`src/rtl/mips_ctrl_defs.sv`:
```
// Shared definitions for the multi-cycle MIPS control path: opcodes, ALUOp
// codes, datapath select codes, FSM state encodings and the Moore decode.
package mips_ctrl_defs;

  localparam int OPW  = 6;
  localparam int AOPW = 3;

  localparam logic [OPW-1:0] OP_RTYPE = 6'b000000;
  localparam logic [OPW-1:0] OP_LW    = 6'b100011;
  localparam logic [OPW-1:0] OP_SW    = 6'b101011;
  localparam logic [OPW-1:0] OP_BEQ   = 6'b000100;
  localparam logic [OPW-1:0] OP_BNE   = 6'b000101;
  localparam logic [OPW-1:0] OP_J     = 6'b000010;
  localparam logic [OPW-1:0] OP_ADDI  = 6'b001000;
  localparam logic [OPW-1:0] OP_ANDI  = 6'b001100;
  localparam logic [OPW-1:0] OP_ORI   = 6'b001101;
  localparam logic [OPW-1:0] OP_SLTI  = 6'b001010;

  localparam logic [AOPW-1:0] ALU_ADD   = 3'b000;
  localparam logic [AOPW-1:0] ALU_SUB   = 3'b001;
  localparam logic [AOPW-1:0] ALU_RTYPE = 3'b010;
  localparam logic [AOPW-1:0] ALU_OR    = 3'b011;
  localparam logic [AOPW-1:0] ALU_AND   = 3'b100;
  localparam logic [AOPW-1:0] ALU_SLT   = 3'b101;

  localparam logic [1:0] SRCB_RT      = 2'b00;
  localparam logic [1:0] SRCB_FOUR    = 2'b01;
  localparam logic [1:0] SRCB_IMM     = 2'b10;
  localparam logic [1:0] SRCB_IMM_SH2 = 2'b11;

  localparam logic [1:0] PCSRC_ALU    = 2'b00;
  localparam logic [1:0] PCSRC_ALUOUT = 2'b01;
  localparam logic [1:0] PCSRC_JUMP   = 2'b10;

  typedef enum logic [3:0] {
    S_IDLE     = 4'd0,
    S_FETCH    = 4'd1,
    S_DECODE   = 4'd2,
    S_MEM_ADDR = 4'd3,
    S_MEM_RD   = 4'd4,
    S_MEM_WB   = 4'd5,
    S_MEM_WR   = 4'd6,
    S_R_EXEC   = 4'd7,
    S_R_WB     = 4'd8,
    S_BRANCH   = 4'd9,
    S_JUMP     = 4'd10,
    S_I_EXEC   = 4'd11,
    S_I_WB     = 4'd12
  } state_t;

  // Moore-type control bundle; PCWrite and IRWrite are handled separately
  // because they depend on same-cycle inputs.
  typedef struct packed {
    logic            iord;
    logic            memread;
    logic            memwrite;
    logic            memtoreg;
    logic            regdst;
    logic            regwrite;
    logic            alusrca;
    logic [1:0]      alusrcb;
    logic [1:0]      pcsource;
    logic [AOPW-1:0] aluop;
  } ctrl_t;

  // Immediate-class ALU operation chosen by opcode
  function automatic logic [AOPW-1:0] imm_aluop(input logic [OPW-1:0] op);
    case (op)
      OP_ANDI: return ALU_AND;
      OP_ORI:  return ALU_OR;
      OP_SLTI: return ALU_SLT;
      default: return ALU_ADD;
    endcase
  endfunction

  // Control levels held for the whole time the FSM sits in state st
  function automatic ctrl_t decode_ctrl(input state_t st, input logic [OPW-1:0] op);
    ctrl_t c;
    c = '0;
    case (st)
      S_FETCH: begin
        c.memread = 1'b1;
        c.alusrcb = SRCB_FOUR;
      end
      S_DECODE:   c.alusrcb = SRCB_IMM_SH2;
      S_MEM_ADDR: begin
        c.alusrca = 1'b1;
        c.alusrcb = SRCB_IMM;
      end
      S_MEM_RD: begin
        c.memread = 1'b1;
        c.iord    = 1'b1;
      end
      S_MEM_WB: begin
        c.regwrite = 1'b1;
        c.memtoreg = 1'b1;
      end
      S_MEM_WR: begin
        c.memwrite = 1'b1;
        c.iord     = 1'b1;
      end
      S_R_EXEC: begin
        c.alusrca = 1'b1;
        c.aluop   = ALU_RTYPE;
      end
      S_R_WB: begin
        c.regwrite = 1'b1;
        c.regdst   = 1'b1;
      end
      S_BRANCH: begin
        c.alusrca  = 1'b1;
        c.aluop    = ALU_SUB;
        c.pcsource = PCSRC_ALUOUT;
      end
      S_JUMP:   c.pcsource = PCSRC_JUMP;
      S_I_EXEC: begin
        c.alusrca = 1'b1;
        c.alusrcb = SRCB_IMM;
        c.aluop   = imm_aluop(op);
      end
      S_I_WB:   c.regwrite = 1'b1;
      default:  c = '0;
    endcase
    return c;
  endfunction

endpackage

```
`src/rtl/multi_cycle_control_unit_if.sv`:
```
// Datapath-facing bundle of the control unit: decoded inputs from the
// datapath/memory and every control line going back out.
interface multi_cycle_control_unit_if;
  import mips_ctrl_defs::*;

  logic [OPW-1:0]  opcode;
  logic            zero;
  logic            mem_ready;
  logic            PCWrite;
  logic            IorD;
  logic            MemRead;
  logic            MemWrite;
  logic            IRWrite;
  logic            MemtoReg;
  logic            RegDst;
  logic            RegWrite;
  logic            ALUSrcA;
  logic [1:0]      ALUSrcB;
  logic [1:0]      PCSource;
  logic [AOPW-1:0] ALUOp;
  logic            illegal_op;
  logic [3:0]      state_dbg;

  modport master (
    output opcode, zero, mem_ready,
    input  PCWrite, IorD, MemRead, MemWrite, IRWrite, MemtoReg, RegDst,
           RegWrite, ALUSrcA, ALUSrcB, PCSource, ALUOp, illegal_op, state_dbg
  );

  modport slave (
    input  opcode, zero, mem_ready,
    output PCWrite, IorD, MemRead, MemWrite, IRWrite, MemtoReg, RegDst,
           RegWrite, ALUSrcA, ALUSrcB, PCSource, ALUOp, illegal_op, state_dbg
  );

endinterface

```
`src/rtl/ctrl_next_state.sv`:
```
// Next-state logic of the multi-cycle control FSM, including detection of
// opcodes the decoder does not recognise.
module ctrl_next_state
  import mips_ctrl_defs::*;
(
  input  state_t         state,
  input  logic [OPW-1:0] opcode,
  input  logic           mem_ready,
  output state_t         next_state,
  output logic           illegal
);

  // Pick the successor state; memory states hold until the access completes
  always_comb begin
    next_state = S_IDLE;
    illegal    = 1'b0;
    case (state)
      S_IDLE:     next_state = S_FETCH;
      S_FETCH:    next_state = mem_ready ? S_DECODE : S_FETCH;
      S_DECODE: begin
        case (opcode)
          OP_LW, OP_SW:                      next_state = S_MEM_ADDR;
          OP_RTYPE:                          next_state = S_R_EXEC;
          OP_BEQ, OP_BNE:                    next_state = S_BRANCH;
          OP_J:                              next_state = S_JUMP;
          OP_ADDI, OP_ANDI, OP_ORI, OP_SLTI: next_state = S_I_EXEC;
          default: begin
            next_state = S_FETCH;
            illegal    = 1'b1;
          end
        endcase
      end
      S_MEM_ADDR: next_state = (opcode == OP_SW) ? S_MEM_WR : S_MEM_RD;
      S_MEM_RD:   next_state = mem_ready ? S_MEM_WB : S_MEM_RD;
      S_MEM_WB:   next_state = S_FETCH;
      S_MEM_WR:   next_state = mem_ready ? S_FETCH : S_MEM_WR;
      S_R_EXEC:   next_state = S_R_WB;
      S_R_WB:     next_state = S_FETCH;
      S_BRANCH:   next_state = S_FETCH;
      S_JUMP:     next_state = S_FETCH;
      S_I_EXEC:   next_state = S_I_WB;
      S_I_WB:     next_state = S_FETCH;
      default:    next_state = S_IDLE;
    endcase
  end

endmodule

```
`src/rtl/multi_cycle_control_unit.sv`:
```
// Main control FSM of the multi-cycle MIPS datapath. Level controls are
// registered from the state being entered so they line up with the state;
// PCWrite/IRWrite follow mem_ready and zero within the same cycle.
module multi_cycle_control_unit
  import mips_ctrl_defs::*;
(
  input  logic clk,
  input  logic rst_n,
  multi_cycle_control_unit_if.slave bus
);

  state_t state;
  state_t next_state;
  ctrl_t  ctrl_q;
  logic   illegal_next;
  logic   illegal_q;
  logic   branch_ne;

  ctrl_next_state u_next (
    .state      (state),
    .opcode     (bus.opcode),
    .mem_ready  (bus.mem_ready),
    .next_state (next_state),
    .illegal    (illegal_next)
  );

  // State register with controls, illegal pulse and branch sense captured on entry
  always_ff @(posedge clk or negedge rst_n) begin
    if (!rst_n) begin
      state     <= S_IDLE;
      ctrl_q    <= '0;
      illegal_q <= 1'b0;
      branch_ne <= 1'b0;
    end else begin
      state     <= next_state;
      ctrl_q    <= decode_ctrl(next_state, bus.opcode);
      illegal_q <= illegal_next;
      if (next_state == S_BRANCH)
        branch_ne <= (bus.opcode == OP_BNE);
    end
  end

  assign bus.IorD       = ctrl_q.iord;
  assign bus.MemRead    = ctrl_q.memread;
  assign bus.MemWrite   = ctrl_q.memwrite;
  assign bus.MemtoReg   = ctrl_q.memtoreg;
  assign bus.RegDst     = ctrl_q.regdst;
  assign bus.RegWrite   = ctrl_q.regwrite;
  assign bus.ALUSrcA    = ctrl_q.alusrca;
  assign bus.ALUSrcB    = ctrl_q.alusrcb;
  assign bus.PCSource   = ctrl_q.pcsource;
  assign bus.ALUOp      = ctrl_q.aluop;
  assign bus.illegal_op = illegal_q;
  assign bus.state_dbg  = state;

  assign bus.IRWrite = (state == S_FETCH) && bus.mem_ready;
  assign bus.PCWrite = ((state == S_FETCH) && bus.mem_ready) ||
                       (state == S_JUMP) ||
                       ((state == S_BRANCH) && (branch_ne ? !bus.zero : bus.zero));

endmodule

```
`src/flat_wrapper.sv`:
```
// flat-port wrapper written by rule: the top's interface ports become plain ports
module multi_cycle_control_unit_flat import mips_ctrl_defs::*;
  (clk, rst_n, bus_opcode, bus_zero, bus_mem_ready, bus_PCWrite, bus_IorD, bus_MemRead, bus_MemWrite, bus_IRWrite, bus_MemtoReg, bus_RegDst, bus_RegWrite, bus_ALUSrcA, bus_ALUSrcB, bus_PCSource, bus_ALUOp, bus_illegal_op, bus_state_dbg);
  multi_cycle_control_unit_if bus_i ();
  input  logic clk;
  input  logic rst_n;
  input wire logic [$bits(bus_i.opcode)-1:0] bus_opcode;
  input wire logic [$bits(bus_i.zero)-1:0] bus_zero;
  input wire logic [$bits(bus_i.mem_ready)-1:0] bus_mem_ready;
  output wire logic [$bits(bus_i.PCWrite)-1:0] bus_PCWrite;
  output wire logic [$bits(bus_i.IorD)-1:0] bus_IorD;
  output wire logic [$bits(bus_i.MemRead)-1:0] bus_MemRead;
  output wire logic [$bits(bus_i.MemWrite)-1:0] bus_MemWrite;
  output wire logic [$bits(bus_i.IRWrite)-1:0] bus_IRWrite;
  output wire logic [$bits(bus_i.MemtoReg)-1:0] bus_MemtoReg;
  output wire logic [$bits(bus_i.RegDst)-1:0] bus_RegDst;
  output wire logic [$bits(bus_i.RegWrite)-1:0] bus_RegWrite;
  output wire logic [$bits(bus_i.ALUSrcA)-1:0] bus_ALUSrcA;
  output wire logic [$bits(bus_i.ALUSrcB)-1:0] bus_ALUSrcB;
  output wire logic [$bits(bus_i.PCSource)-1:0] bus_PCSource;
  output wire logic [$bits(bus_i.ALUOp)-1:0] bus_ALUOp;
  output wire logic [$bits(bus_i.illegal_op)-1:0] bus_illegal_op;
  output wire logic [$bits(bus_i.state_dbg)-1:0] bus_state_dbg;
  assign bus_i.opcode = bus_opcode;
  assign bus_i.zero = bus_zero;
  assign bus_i.mem_ready = bus_mem_ready;
  assign bus_PCWrite = bus_i.PCWrite;
  assign bus_IorD = bus_i.IorD;
  assign bus_MemRead = bus_i.MemRead;
  assign bus_MemWrite = bus_i.MemWrite;
  assign bus_IRWrite = bus_i.IRWrite;
  assign bus_MemtoReg = bus_i.MemtoReg;
  assign bus_RegDst = bus_i.RegDst;
  assign bus_RegWrite = bus_i.RegWrite;
  assign bus_ALUSrcA = bus_i.ALUSrcA;
  assign bus_ALUSrcB = bus_i.ALUSrcB;
  assign bus_PCSource = bus_i.PCSource;
  assign bus_ALUOp = bus_i.ALUOp;
  assign bus_illegal_op = bus_i.illegal_op;
  assign bus_state_dbg = bus_i.state_dbg;
  multi_cycle_control_unit u_core (.clk(clk), .rst_n(rst_n), .bus(bus_i));
endmodule
```
`config.mk`:
```
export PLATFORM = sky130hd
export DESIGN_NAME = multi_cycle_control_unit_flat
export DESIGN_NICKNAME = d
export VERILOG_FILES = /design/src/rtl/mips_ctrl_defs.sv /design/src/rtl/multi_cycle_control_unit_if.sv /design/src/rtl/ctrl_next_state.sv /design/src/rtl/multi_cycle_control_unit.sv /design/src/flat_wrapper.sv
export SDC_FILE = /design/constraint.sdc
export NUM_CORES = 1
export LEC_CHECK = 0
export ABC_CLOCK_PERIOD_IN_PS = 4500
export CORE_MARGIN = 1
export CORE_UTILIZATION = 51
export DETAILED_ROUTE_END_ITERATION = 6
export PLACE_DENSITY = 0.92
export SYNTH_ARGS = -nofsm -noshare
export SYNTH_HDL_FRONTEND = slang
export SYNTH_SLANG_ARGS = --single-unit
```
`constraint.sdc`:
```
create_clock -name clk -period 4.5 [get_ports clk]
set_input_delay 0.675 -clock clk [delete_from_list [all_inputs] [get_ports clk]]
set_output_delay 0.675 -clock clk [all_outputs]
set_load 0.02 [all_outputs]
```
==> reports/metrics.yaml, run 1 <==
setup_path:
  endpoint: "bus_PCWrite"
  cpPeakStageDelay_ns: 0.63
  r2r_start: "u_core.bus.state_dbg[3]$_DFF_PN0_"
  worstSetupPathType: "input port to primary output"
  crit_path_start_kind: "input port"
  path_common_cell: "clkdlybuf4s50_1"
  crit_required_ns: 3.83
  reg2reg_slack_ns: 2.40
  cp_num_buf_inv: 2
  crit_fanout: 1
  cp.depth: 5
  r2r_end: "u_core.branch_ne$_DFFE_PN0P_"
  crit_chain: "clkdlybuf4s50_1, xor2_1, a21oi_1, o21ai_0, clkdlybuf4s50_1"
  arrival_ns: 2.25
  path_delay_family: "buffers and inverters"
  end_kind: "primary output"
  cp-startpoint: "bus_zero"
  cpMaxStageDelayCell: "clkdlybuf4s50_1"
  worstRegToRegCells: 5
clock_network:
  clk_pin_slew_ns: 0.11
  root_buffer: "clkbuf_4"
  cts_inserted_buffers: 3
  cts_buffer_depth: 2
  cts_tree: "built"
  cts_max_level: 1
  clock_sink_count: 20
  post_cts_buffers: 0
  cts-resized-gates: 0
  ctsHoldBuffers: 0
  clk_latency_ns: 0.31
synth:
  synth_top_area_share_pct: 44.1
  ys_ff_latch: 20
  syn_area_mm2: 0.00114
  ys_seq_area_share_pct: 44.1
  syn_avg_cell_area_um2: 10.3
  postSynthCellCount: 110
  yosys_warnings: 0
  synth-main-ff-cell: "dfrtp_1"
  synth_fp_nets: 120
  synth_top_area_cell: "dfrtp_1"
  synthTopCellsByArea: "dfrtp_1, nand2b_1, buf_2"
  yosysUniqueCellTypes: 44
  synth-edff-count: 0
  synthArstFlopShare_pct: 100
pwr:
  p_switching_mw: 0.307
  ir_worst_vdd_mv: 0.411
  pwr-share-comb_pct: 47.4
  p_per_area_mw_per_mm2: 535
  power.leakage_nw: 0.599
  intPower_mw: 0.479
  swShare_pct: 39.0
  power.total_mw: 0.786
  pwr-share-seq_pct: 33.9
  clock_power_share_pct: 18.7
timing:
  slew_headroom_pct: 42.7
  max_freq_mhz: 342
  tightest_slew_ns: 0.856
  fin_crit_sh_pct: 65.0
  clock_skew_ns: 0.00298
  min_period_ns: 2.93
  setup_violations: 0
  worst_hold_slack_ns: 0.575
  grt_setup_unrepaired: "false"
  tns_ns: 0
  final-hold-violation-count: 0
  drv_slew: 0
route:
  drcViolationCount: 0
  viasPerCell: 5.80
  drt_wl_total_mm: 2.49
  final_antenna_net_count: 0
  num_vias: 939
  dr.pass1.iters: 4
  wl_per_cell_um: 15.4
  drt_iter0_markers: 33
placed_design:
  gp_congestion: 0.852
  placed_area_mm2: 0.00142
  io_buffers: 30
  hpwlAfterDp_mm: 1.83
  numPlacedInstances: 158
floorplan:
  io_pins: 31
  fp.dieH_um: 49.2
  std_cell_rows: 16
  core_area_mm2: 0.00202
  dieArea_mm2: 0.00242
  start_util_pct: 56.2
  die_w_um: 49.2
global_route:
  grt_remaining_overflow: 0
  grt_first_pass_wirelength_mm: 4.20
  grt_max_degree: 21
  grt_pass1_vias: 879
  grt_usage_pct: 23.0
  antenna_found_initial: 0
layout:
  area_delta_synth_final_pct: 29.3
  antennaDiodeCount: 0
  finalNonFillerCells: 162
  final_cell_area_mm2: 0.00147
  drive_above_1_share_pct: 12.6
  layout.nets: 146
  filler_cell_count: 130
worst_hold_path:
  hold_start: "u_core.branch_ne$_DFFE_PN0P_"
  hp-class: "flip-flop to flip-flop"
job:
  cap_violations: 0
status:
  status: "completed"
cell usage in the layout (no fill, tap or decap), drive strengths merged:
cell           instances
a211o                  1
a211oi                 2
a21o                   1
a21oi                  6
a311o                  1
a311oi                 1
a31o                   2
a31oi                  2
and2                   2
bufinv                 1
clkbuf                 3
clkdlybuf4s50         30
dfrtp                 20
inv                    4
mux2                   1
mux2i                  1
nand2                  6
nand2b                 8
nand3                  3
nand3b                 1
nand4b                 1
nor2                   6
nor2b                  3
nor3                   5
nor3b                  1
nor4                   4
o21ai                  4
o31a                   1
o31ai                  1
o32a                   1
o32ai                  2
or2                    2
or3                    1
or4                    1
or4b                   1
or4bb                  3
xnor2                  1
xor2                   1
per-stage QoR:
stage          utilization (%)  setup WS, ns
2_1_floorplan                -          2.25
3_3_place_gp              70.0          1.63
3_5_place_dp              70.0          1.59
4_1_cts                   72.6          1.59
5_1_grt                   72.6          1.47
6_report                  72.6          1.57
worst register-to-register path, stage by stage, from the launching register on:
cell and delay (ns):
dfrtp_1 0.61, nand2b_1 0.20, o21ai_1 0.08, a211o_4 0.39
nor4_2 0.39, mux2_4 0.33
logic make-up (layout without fill, tap and decap cells):
| logic type | count (synthesis) | after routing | synth area share, % |
|---|---|---|---|
| simple gates | 48 | 48 | 28.1 |
| xor+xnor | 2 | 2 | 1.54 |
| compound gates | 25 | 25 | 18.1 |
| flops | 20 | 20 | 44.1 |
| mux | 2 | 2 | 2.20 |
| buf+inv | 13 | 38 | 6.06 |
flip-flops by register name, summed over array words and instances (netlist names):
signal,count
u_core.bus.state_dbg,4
u_core.bus.ALUOp,3
u_core.bus.ALUSrcB,2
u_core.bus.PCSource,2
u_core.branch_ne,1
u_core.bus.ALUSrcA,1
u_core.bus.IorD,1
u_core.bus.MemRead,1
u_core.bus.MemWrite,1
u_core.bus.MemtoReg,1
u_core.bus.RegDst,1
u_core.bus.RegWrite,1
u_core.bus.illegal_op,1
cell usage after synthesis, types with 3 or more instances:
master,instances
a21oi_1,6
nor2_1,6
inv_1,4
nand2_1,6
nand2b_1,8
buf_2,7
nor3_1,4
nor2b_1,3
nand3_1,3
dfrtp_1,20
or4bb_1,3
worst min path at each step:
stage / endpoint / slack, ns / depth (start not counted)
final: u_core.branch_ne$_DFFE_PN0P_ / 0.57 / 1
after floorplan: u_core.branch_ne$_DFFE_PN0P_ / 0.38 / 0
after CTS: u_core.branch_ne$_DFFE_PN0P_ / 0.56 / 1
after detailed placement: u_core.branch_ne$_DFFE_PN0P_ / 0.53 / 1
after global routing: u_core.branch_ne$_DFFE_PN0P_ / 0.60 / 1
after global placement: u_core.branch_ne$_DFFE_PN0P_ / 0.52 / 1
cell type report:
cell class / instances / area (µm²) / share of cell area (%)
Timing Repair Buffer: 30 / 300 / 20.4
Inverter: 4 / 15.0 / 1.02
Sequential cell: 20 / 500 / 34.1
Multi-Input combinational cell: 77 / 567 / 38.6
Clock inverter: 1 / 30.0 / 2.04
Clock buffer: 3 / 22.5 / 1.53
Tap cell: 27 / 33.8 / 2.30
per-layer routing:
metal,vias to the layer above,global-route usage (%),part of all wire (%)
met1,456,29.7,43
met5,-,0,0
met2,32,37.9,51
met3,2,7.17,5.9
met4,0,4.41,0.52
li1,449,-,-
power by group through the flow:
stage                     Combinational, mW  Sequential, mW  Clock, mW
after CTS                             0.372           0.266      0.148
after detailed placement              0.369           0.270          0
final                                 0.372           0.266      0.147
after floorplan                       0.214           0.288          0
after global routing                  0.402           0.273      0.154
after global placement                0.359           0.265          0
Power figures use the tool's default switching activity.
==> run 2, diff against run 1 <==
--- a/config.mk
+++ b/config.mk
@@ -5,11 +5,12 @@
 export SDC_FILE = /design/constraint.sdc
 export NUM_CORES = 1
 export LEC_CHECK = 0
-export ABC_CLOCK_PERIOD_IN_PS = 4500
+export ABC_CLOCK_PERIOD_IN_PS = 2660
+export CORE_ASPECT_RATIO = 0.5
 export CORE_MARGIN = 1
-export CORE_UTILIZATION = 51
+export CORE_UTILIZATION = 42
 export DETAILED_ROUTE_END_ITERATION = 6
-export PLACE_DENSITY = 0.92
+export PLACE_DENSITY = 0.82
 export SYNTH_ARGS = -nofsm -noshare
 export SYNTH_HDL_FRONTEND = slang
 export SYNTH_SLANG_ARGS = --single-unit
==> constraint.sdc (replaced) <==
create_clock -name clk -period 2.66 [get_ports clk]
set_input_delay 0.399 -clock clk [delete_from_list [all_inputs] [get_ports clk]]
set_output_delay 0.399 -clock clk [all_outputs]
set_load 0.02 [all_outputs]
==> run 2 against run 1 <==
Net effect:
- final cell count increased by 7.4%
- final area increased by 4.0%
- clock power increased by 110%
==> reports/metrics.yaml, run 2 (same netlist as run 1, synthesis figures left out) <==
pwr:
  power.total_mw: 1.38
  swShare_pct: 37.6
  clock_power_share_pct: 22.3
  p_per_area_mw_per_mm2: 905
  power.leakage_nw: 0.626
  ir_worst_vdd_mv: 0.410
  p_switching_mw: 0.520
  intPower_mw: 0.863
  pwr-share-seq_pct: 32.5
  pwr-share-comb_pct: 45.2
timing:
  slew_headroom_pct: 42.3
  tns_ns: 0
  worst_hold_slack_ns: 0.553
  tightest_slew_ns: 0.862
  min_period_ns: 2.34
  max_freq_mhz: 427
  clock_skew_ns: 0.00969
  drv_slew: 0
  fin_crit_sh_pct: 88.1
  grt_setup_unrepaired: "false"
  setup_violations: 0
  final-hold-violation-count: 0
global_route:
  grt_pass1_vias: 812
  antenna_found_initial: 0
  grt_first_pass_wirelength_mm: 3.70
  grt_usage_pct: 17.9
  grt_remaining_overflow: 0
  grt_max_degree: 21
setup_path:
  crit_chain: "nor2_1, nand3_1, o21ai_0, clkdlybuf4s50_1"
  cpMaxStageDelayCell: "clkdlybuf4s50_1"
  path_delay_family: "buffers and inverters"
  crit_path_start_kind: "flip-flop"
  worstSetupPathType: "flip-flop to primary output"
  reg2reg_slack_ns: 0.57
  r2r_end: "u_core.branch_ne$_DFFE_PN0P_"
  crit_required_ns: 2.26
  arrival_ns: 1.94
  worstRegToRegCells: 5
  cp_num_buf_inv: 1
  cp.depth: 4
  crit_fanout: 12
  r2r_start: "u_core.bus.state_dbg[3]$_DFF_PN0_"
  cpPeakStageDelay_ns: 0.63
  end_kind: "primary output"
  cp-startpoint: "u_core.bus.state_dbg[3]$_DFF_PN0_"
job:
  cap_violations: 0
clock_network:
  clock_sink_count: 20
  clk_pin_slew_ns: 0.08
  cts-resized-gates: 0
  cts_tree: "built"
  ctsHoldBuffers: 0
  cts_max_level: 1
  post_cts_buffers: 0
  clk_latency_ns: 0.26
  root_buffer: "clkbuf_8"
  cts_inserted_buffers: 3
  cts_buffer_depth: 2
worst_hold_path:
  hold_path_depth: 1
  hp-class: "flip-flop to flip-flop"
  min_to: "u_core.branch_ne$_DFFE_PN0P_"
  hold_start: "u_core.branch_ne$_DFFE_PN0P_"
route:
  wl_per_cell_um: 13.3
  drt_iter0_markers: 35
  viasPerCell: 5.35
  dr.pass1.iters: 4
  num_vias: 931
  final_antenna_net_count: 0
  drcViolationCount: 0
  drt_wl_total_mm: 2.31
layout:
  filler_cell_count: 192
  layout_common_cells: "clkdlybuf4s50_1, dfrtp_1, nand2b_1"
  largest_reg_flops: 4
  layout.nets: 150
  antennaDiodeCount: 0
  fin_util_pct: 64.0
  area_delta_synth_final_pct: 34.5
  drive_above_1_share_pct: 15.1
  final_common_cell: "clkdlybuf4s50_1"
floorplan:
  die_w_um: 75.6
  io_pins: 31
  dieArea_mm2: 0.00293
  core_area_mm2: 0.00239
  start_util_pct: 47.6
  fp.dieH_um: 38.8
  std_cell_rows: 12
status:
  status: "completed"
placed_design:
  io_buffers: 30
  hpwlAfterDp_mm: 1.76
  gp_congestion: 0.777
run 2: power by group through the flow:
| stage | combinational [mW] | clock [mW] | sequential [mW] |
|---|---|---|---|
| after floorplan | 0.363 | 0 | 0.487 |
| after global placement | 0.612 | 0 | 0.452 |
| after detailed placement | 0.621 | 0 | 0.454 |
| after CTS | 0.624 | 0.309 | 0.449 |
| after global routing | 0.677 | 0.317 | 0.462 |
| final | 0.625 | 0.308 | 0.450 |
run 2: metrics by stage:
stage	std cells	instance area, µm²	setup slack [ns]
finish	174	1530	0.317
global route	174	1530	0.184
CTS	174	1530	0.312
detailed placement	170	1460	0.171
global placement	170	1460	0.224
floorplan	110	1140	0.623
run 2: worst register-to-register path, cell delays in order, from the launching register on:
cell and delay, ns:
dfrtp_1 0.61, nand2b_1 0.19, o21ai_1 0.07, a211o_4 0.39
nor4_2 0.38, mux2_4 0.33
run 2: final cells by class:
cell class,instances,area [µm²],area share (%)
Clock buffer,3,41.3,2.70
Clock inverter,1,30.0,1.97
Timing Repair Buffer,34,330,21.6
Sequential cell,20,500,32.8
Inverter,4,15.0,0.983
Multi-Input combinational cell,77,567,37.1
Tap cell,35,43.8,2.87
run 2: worst max path at each step:
stage / endpoint
after CTS: bus_PCWrite
final: bus_PCWrite
after detailed placement: u_core.branch_ne$_DFFE_PN0P_
after floorplan: u_core.branch_ne$_DFFE_PN0P_
after global placement: u_core.branch_ne$_DFFE_PN0P_
after global routing: bus_PCWrite
run 2: layer usage:
layer | track usage (%) | up-vias | share of wire (%)
met5 | 0 | - | 0
met4 | 4.17 | 0 | 0.56
met3 | 4.69 | 2 | 4.7
met2 | 27.9 | 31 | 43
met1 | 24.8 | 438 | 52
li1 | - | 460 | -
